===== src/rtl/bru_pkg.sv =====
// Shared definitions for the branch resolve unit: condition encodings,
// flag bit positions and the squash FSM state type.
package bru_pkg;

  localparam logic [2:0] COND_NEVER = 3'b000;
  localparam logic [2:0] COND_Z     = 3'b001;
  localparam logic [2:0] COND_N     = 3'b010;
  localparam logic [2:0] COND_LE    = 3'b011;
  localparam logic [2:0] COND_C     = 3'b100;
  localparam logic [2:0] COND_CZ    = 3'b101;
  localparam logic [2:0] COND_V     = 3'b110;
  localparam logic [2:0] COND_ODD   = 3'b111;

  localparam int FLAG_Z = 3;
  localparam int FLAG_N = 2;
  localparam int FLAG_C = 1;
  localparam int FLAG_V = 0;

  typedef enum logic {
    IDLE,
    SQUASH
  } state_t;

  // Index width for n entries, never below one bit.
  function automatic int idx_width(input int n);
    return (n > 1) ? $clog2(n) : 1;
  endfunction

endpackage


===== src/rtl/bru_cond_eval.sv =====
// Combinational condition evaluator: {Z,N,C,V} flags and a 3-bit selector
// produce cond_met.
module bru_cond_eval
  import bru_pkg::*;
(
  input  logic [3:0] flags,
  input  logic [2:0] cond,
  output logic       cond_met
);

  always_comb begin
    cond_met = 1'b0;
    case (cond)
      COND_NEVER: cond_met = 1'b0;
      COND_Z:     cond_met = flags[FLAG_Z];
      COND_N:     cond_met = flags[FLAG_N];
      COND_LE:    cond_met = (flags[FLAG_N] ^ flags[FLAG_V]) | flags[FLAG_Z];
      COND_C:     cond_met = flags[FLAG_C];
      COND_CZ:    cond_met = flags[FLAG_C] | flags[FLAG_Z];
      COND_V:     cond_met = flags[FLAG_V];
      COND_ODD:   cond_met = ~flags[FLAG_Z];
      default:    cond_met = 1'b0;
    endcase
  end

endmodule


===== src/rtl/branch_resolve_unit.sv =====
// Registered branch resolver: banked flags with write bypass, taken/nullify
// decision, redirect pulse, multi-cycle squash FSM and saturating taken counter.
module branch_resolve_unit
  import bru_pkg::*;
#(
  parameter  int ADDR_W       = 32,
  parameter  int N_FLAGSETS   = 2,
  parameter  int FLUSH_CYCLES = 2,
  parameter  int CNT_W        = 16,
  localparam int FS_W         = idx_width(N_FLAGSETS)
) (
  input  logic              clk,
  input  logic              rst_n,
  input  logic              flag_we,
  input  logic [FS_W-1:0]   flag_wsel,
  input  logic [3:0]        flag_wdata,
  input  logic              br_valid,
  output logic              br_ready,
  input  logic              br_bl,
  input  logic              br_comb,
  input  logic              br_tf,
  input  logic [2:0]        br_cond,
  input  logic [FS_W-1:0]   br_fsel,
  input  logic              br_nullify,
  input  logic              br_disp_neg,
  input  logic [ADDR_W-1:0] br_target,
  output logic              redirect_valid,
  output logic [ADDR_W-1:0] redirect_pc,
  output logic              squash_o,
  output logic              nullify_o,
  output logic [CNT_W-1:0]  taken_cnt
);

  localparam int              SQ_W    = idx_width(FLUSH_CYCLES);
  localparam logic [SQ_W-1:0] SQ_LOAD = SQ_W'(FLUSH_CYCLES - 1);

  logic [3:0]      flag_bank [N_FLAGSETS];
  logic [3:0]      eval_flags;
  logic            fsel_hit;
  logic            cond_met;
  logic            taken;
  logic            null_cond;
  logic            idle;
  logic            accept;
  state_t          state, state_nxt;
  logic [SQ_W-1:0] sq_cnt, sq_cnt_nxt;

  // Writes to a non-existent bank fall through the loop and are dropped.
  always_ff @(posedge clk or negedge rst_n) begin
    if (!rst_n) begin
      for (int i = 0; i < N_FLAGSETS; i++) flag_bank[i] <= '0;
    end else if (flag_we) begin
      for (int i = 0; i < N_FLAGSETS; i++)
        if (int'(flag_wsel) == i) flag_bank[i] <= flag_wdata;
    end
  end

  always_comb begin
    eval_flags = '0;
    fsel_hit   = 1'b0;
    for (int i = 0; i < N_FLAGSETS; i++) begin
      if (int'(br_fsel) == i) begin
        eval_flags = flag_bank[i];
        fsel_hit   = 1'b1;
      end
    end
    if (fsel_hit && flag_we && (flag_wsel == br_fsel)) eval_flags = flag_wdata;
  end

  bru_cond_eval u_cond_eval (
    .flags    (eval_flags),
    .cond     (br_cond),
    .cond_met (cond_met)
  );

  assign taken     = br_bl | (br_comb & (cond_met ^ br_tf));
  // ,n kills the delay slot when the branch goes the "unexpected" way.
  assign null_cond = br_nullify & (br_bl | (br_comb & (taken ^ br_disp_neg)));
  assign idle      = (state == IDLE);
  assign accept    = br_valid & idle;

  always_ff @(posedge clk or negedge rst_n) begin
    if (!rst_n) begin
      state  <= IDLE;
      sq_cnt <= '0;
    end else begin
      state  <= state_nxt;
      sq_cnt <= sq_cnt_nxt;
    end
  end

  always_comb begin
    state_nxt  = state;
    sq_cnt_nxt = sq_cnt;
    br_ready   = 1'b0;
    squash_o   = 1'b0;
    case (state)
      IDLE: begin
        br_ready = 1'b1;
        if (accept && taken) begin
          state_nxt  = SQUASH;
          sq_cnt_nxt = SQ_LOAD;
        end
      end
      SQUASH: begin
        squash_o = 1'b1;
        if (sq_cnt == '0) state_nxt = IDLE;
        else              sq_cnt_nxt = sq_cnt - SQ_W'(1);
      end
      default: state_nxt = IDLE;
    endcase
  end

  always_ff @(posedge clk or negedge rst_n) begin
    if (!rst_n) begin
      redirect_valid <= 1'b0;
      redirect_pc    <= '0;
      nullify_o      <= 1'b0;
      taken_cnt      <= '0;
    end else begin
      redirect_valid <= accept & taken;
      nullify_o      <= accept & null_cond;
      if (accept && taken) begin
        redirect_pc <= br_target;
        if (!(&taken_cnt)) taken_cnt <= taken_cnt + CNT_W'(1);
      end
    end
  end

endmodule


===== config.mk =====
export PLATFORM = sky130hd
export DESIGN_NAME = branch_resolve_unit
export DESIGN_NICKNAME = d
export VERILOG_FILES = /design/src/rtl/bru_pkg.sv /design/src/rtl/bru_cond_eval.sv /design/src/rtl/branch_resolve_unit.sv
export SDC_FILE = /design/constraint.sdc
export NUM_CORES = 1
export LEC_CHECK = 0
export CORE_MARGIN = 3
export CORE_UTILIZATION = 41
export CTS_BUF_LIST = sky130_fd_sc_hd__clkbuf_16
export CTS_CLUSTER_DIAMETER = 40
export CTS_CLUSTER_SIZE = 8
export DETAILED_ROUTE_END_ITERATION = 10
export PLACE_DENSITY = 0.75
export SYNTH_ARGS = -nofsm -noshare
export SYNTH_HDL_FRONTEND = slang
export SYNTH_SLANG_ARGS = --single-unit

===== constraint.sdc =====
create_clock -name clk -period 1.93 [get_ports clk]
set_input_delay 0.193 -clock clk [delete_from_list [all_inputs] [get_ports clk]]
set_output_delay 0.193 -clock clk [all_outputs]
set_load 0.01 [all_outputs]

==> results of run 1 <==
registers in the layout (all words and copies together) (netlist names):
register	cells
flag_bank	8
redirect_valid	1
sq_cnt	1
state	1
nullify_o	1
redirect_pc	32
taken_cnt	16
power by group:
| group | internal, W | switching [W] | total [W] |
|---|---|---|---|
| Clock | 0.00126 | 0.000568 | 0.00182 |
| Combinational | 0.00179 | 0.000998 | 0.00279 |
| Sequential | 0.00172 | 0.000282 | 0.00200 |
| Total | 0.00477 | 0.00185 | 0.00661 |
per-layer routing:
metal / up-vias / wire [um] / track usage
li1: 1057 / - / -
met1: 1126 / 3270 / 0.246
met2: 93 / 4010 / 0.321
met3: 8 / 465 / 0.0643
met4: 0 / 63 / 0.0498
met5: - / 0 / 0
stage by stage:
stage | setup WS, ns | util | cells | TNS [ns] | hold WS, ns
after detailed placement | -0.852 | 0.635 | 426 | -41.18 | 0.243
after global placement | -0.758 | 0.635 | 426 | -36.81 | 0.235
after global routing | -0.361 | 0.736 | 453 | -14.43 | 0.236
final | -0.281 | 0.736 | 453 | -9.84 | 0.212
after CTS | -0.342 | 0.722 | 451 | -13.25 | 0.411
after floorplan | -0.121 | - | 213 | -3.72 | -0.103
cells by family (layout without fill, tap and decap cells):
logic type,count (synthesis),count (layout)
XOR/XNOR,16,16
AND/OR/NAND/NOR,55,55
multiplexers,43,43
flip-flops,60,60
AO/OA/AOI/OAI,24,24
adder cells (fa/ha/maj),1,1
buffers and inverters,14,161
area by class of cell:
type                            count  area [um^2]
Fill cell                         433         1740
Sequential cell                    60         1500
Multi-Input combinational cell    139         1430
Timing Repair Buffer              141         1420
Clock buffer                        9          225
Tap cell                           93          116
Clock inverter                      7          115
Inverter                            4         15.0
worst max-delay path, cell delays in order:
cell	delay, ns
clkdlybuf4s50_1	0.49
mux2i_1	0.08
o211a_1	0.21
o32a_1	0.29
a211oi_2	0.25
a211o_2	0.18
nand3_4	0.11
buf_6	0.17
nand4_1	0.13
mux2_4	0.31
repair_timing:
item                                    in CTS  in global routing
hold buffers                                 1                  0
gates resized for setup                     28                 25
setup buffers                                3                  4
pin swaps                                   12                 10
endpoints found under the hold margin       60                  0
endpoints found under the setup margin      52                 52
gates cloned                                 5                  1
cells in the mapped netlist (all sizes together) (2+ instances only):
cell type	n
a21o	2
a21oi	6
and2	2
and3	3
and3b	2
buf	10
dfrtp	60
inv	4
mux2	42
nand2	10
nand3	11
nand4	6
nor2	7
nor2b	4
nor3	2
nor4	2
o21ai	2
o31ai	2
or2	2
xnor2	14
final timing paths:
| kind | end | slack [ns] | startpoint | depth (start not counted) |
|---|---|---|---|---|
| hold reg to reg | sq_cnt | 0.48 | sq_cnt | 1 |
| hold / removal | flag_bank[4] | 0.21 | flag_wdata[0] | 2 |
| max in group asynchronous | redirect_pc[0] | 1.20 | rst_n | 3 |
| setup / recovery | taken_cnt[12] | -0.28 | flag_wdata[1] | 10 |
| min in group asynchronous | taken_cnt[6] | 0.42 | rst_n | 3 |
| setup reg to reg | taken_cnt[12] | -0.27 | flag_bank[6] | 8 |
==> impl_metrics.yaml, run 1 <==
layout:
  diodes: 0
  drive_above_1_share: 0.358
  layout_commonest_cell: "clkdlybuf4s50_1"
  design_area_um2: 4830
  final_cell_mix: "95 x clkdlybuf4s50_1, 60 x dfrtp_1, 33 x mux2_4"
  syn_to_final_growth_pct: 67.7
  layout.nets: 406
drt:
  viasPerCell: 5.04
  drt_iter0_drc: 63
  wire_per_inst_um: 17.2
  ant_nets: 0
  wl_um: 7810
  dr.pass1.iters: 4
  vias: 2284
  route.detailed.drc: 0
logic_synthesis:
  synth_xor_area_frac: 0.0534
  synthDistinctLibCells: 47
  synth-simple-area-share: 0.109
  synth_top_family_by_area: "multiplexers"
  netlist.area_leader.share: 0.521
  ys.flop_type: "dfrtp_1"
  synth_seq_area_share: 0.521
  yosys_warnings: 0
  avgSynthCellArea_um2: 13.5
  synth-edff-count: 0
  synthAdderAreaFrac: 0.00434
  synth_seq_cells: 60
  synth_compound_area_frac: 0.0673
  syn-cell-area_um2: 2880
  yosys-top-cells-area: "dfrtp_1 52%, mux2_4 16%, mux2_2 4.7%"
  netlist_instances: 213
  synth_area_leader_cell: "dfrtp_1"
  synth_mux_area_frac: 0.207
  ys_async_sr_fraction: 1.00
  synthesis.nets: 264
die:
  dieArea_um2: 8070
  ioPinCount: 102
  start_util: 0.439
  core_area_um2: 6570
  rows: 29
  die_h_um: 89.8
  die_x_um: 89.8
setup_path:
  cp_max_fo: 6
  crit_path_end_kind: "flop"
  crit_type: "input pin to flop"
  startpoint_type: "input pin"
  arrival_ns: 2.41
  cp.required_ns: 2.13
sta:
  rsz0062_at_grt: "true"
  fin_crit_sh: 1.15
  max_freq_mhz: 452
  final-hold-violation-count: 0
  setup_violations: 50
  maxSlewHeadroom: 0.696
  finalCriticalPeriod_ns: 2.21
  finClkSkew_ns: 0.00546
  setup_slack_ns: -0.281
  slew_viol_final: 0
  tightest_slew_ns: 0.454
clock_network:
  cts_root_buffer: "clkbuf_16"
  clock_latency_ns: 0.32
  cts_tree: "built"
  path_clk_slew_ns: 0.05
  htreeDepth: 3
  clock_sinks: 60
  cts_buffers: 9
  clk_path_buf_depth: 2
placement:
  postPlaceCellArea_um2: 4170
  io_buffer_count: 101
  hpwl_um: 4950
  gp_congestion: 0.790
outcome:
  failed_checks: "setup timing"
  outcome: "complete, but fails checks"
hold_path:
  min_path_type: "input pin to flop"
flow_run:
  cap_violations: 0
power:
  ir_drop_v: 0.000949
  p_leak_nw: 2.15
  p_per_area_nw_per_um2: 1370
  total_power_w: 0.00661
grt:
  antenna_found_initial: 0
  grt_pass1_wl_um: 12600
  grt_use_total: 0.194
  grt_max_degree: 32
  grt_remaining_overflow: 0
  grt_pass1_vias: 2461
Note: power is estimated with default switching activity, not from simulation.
==> run 2, diff against run 1 <==
Settings changed: CTS_CLUSTER_SIZE 8 to 25.
==> results of run 2 <==
The final DEF is identical to that of run 1; final timing and power are the same.
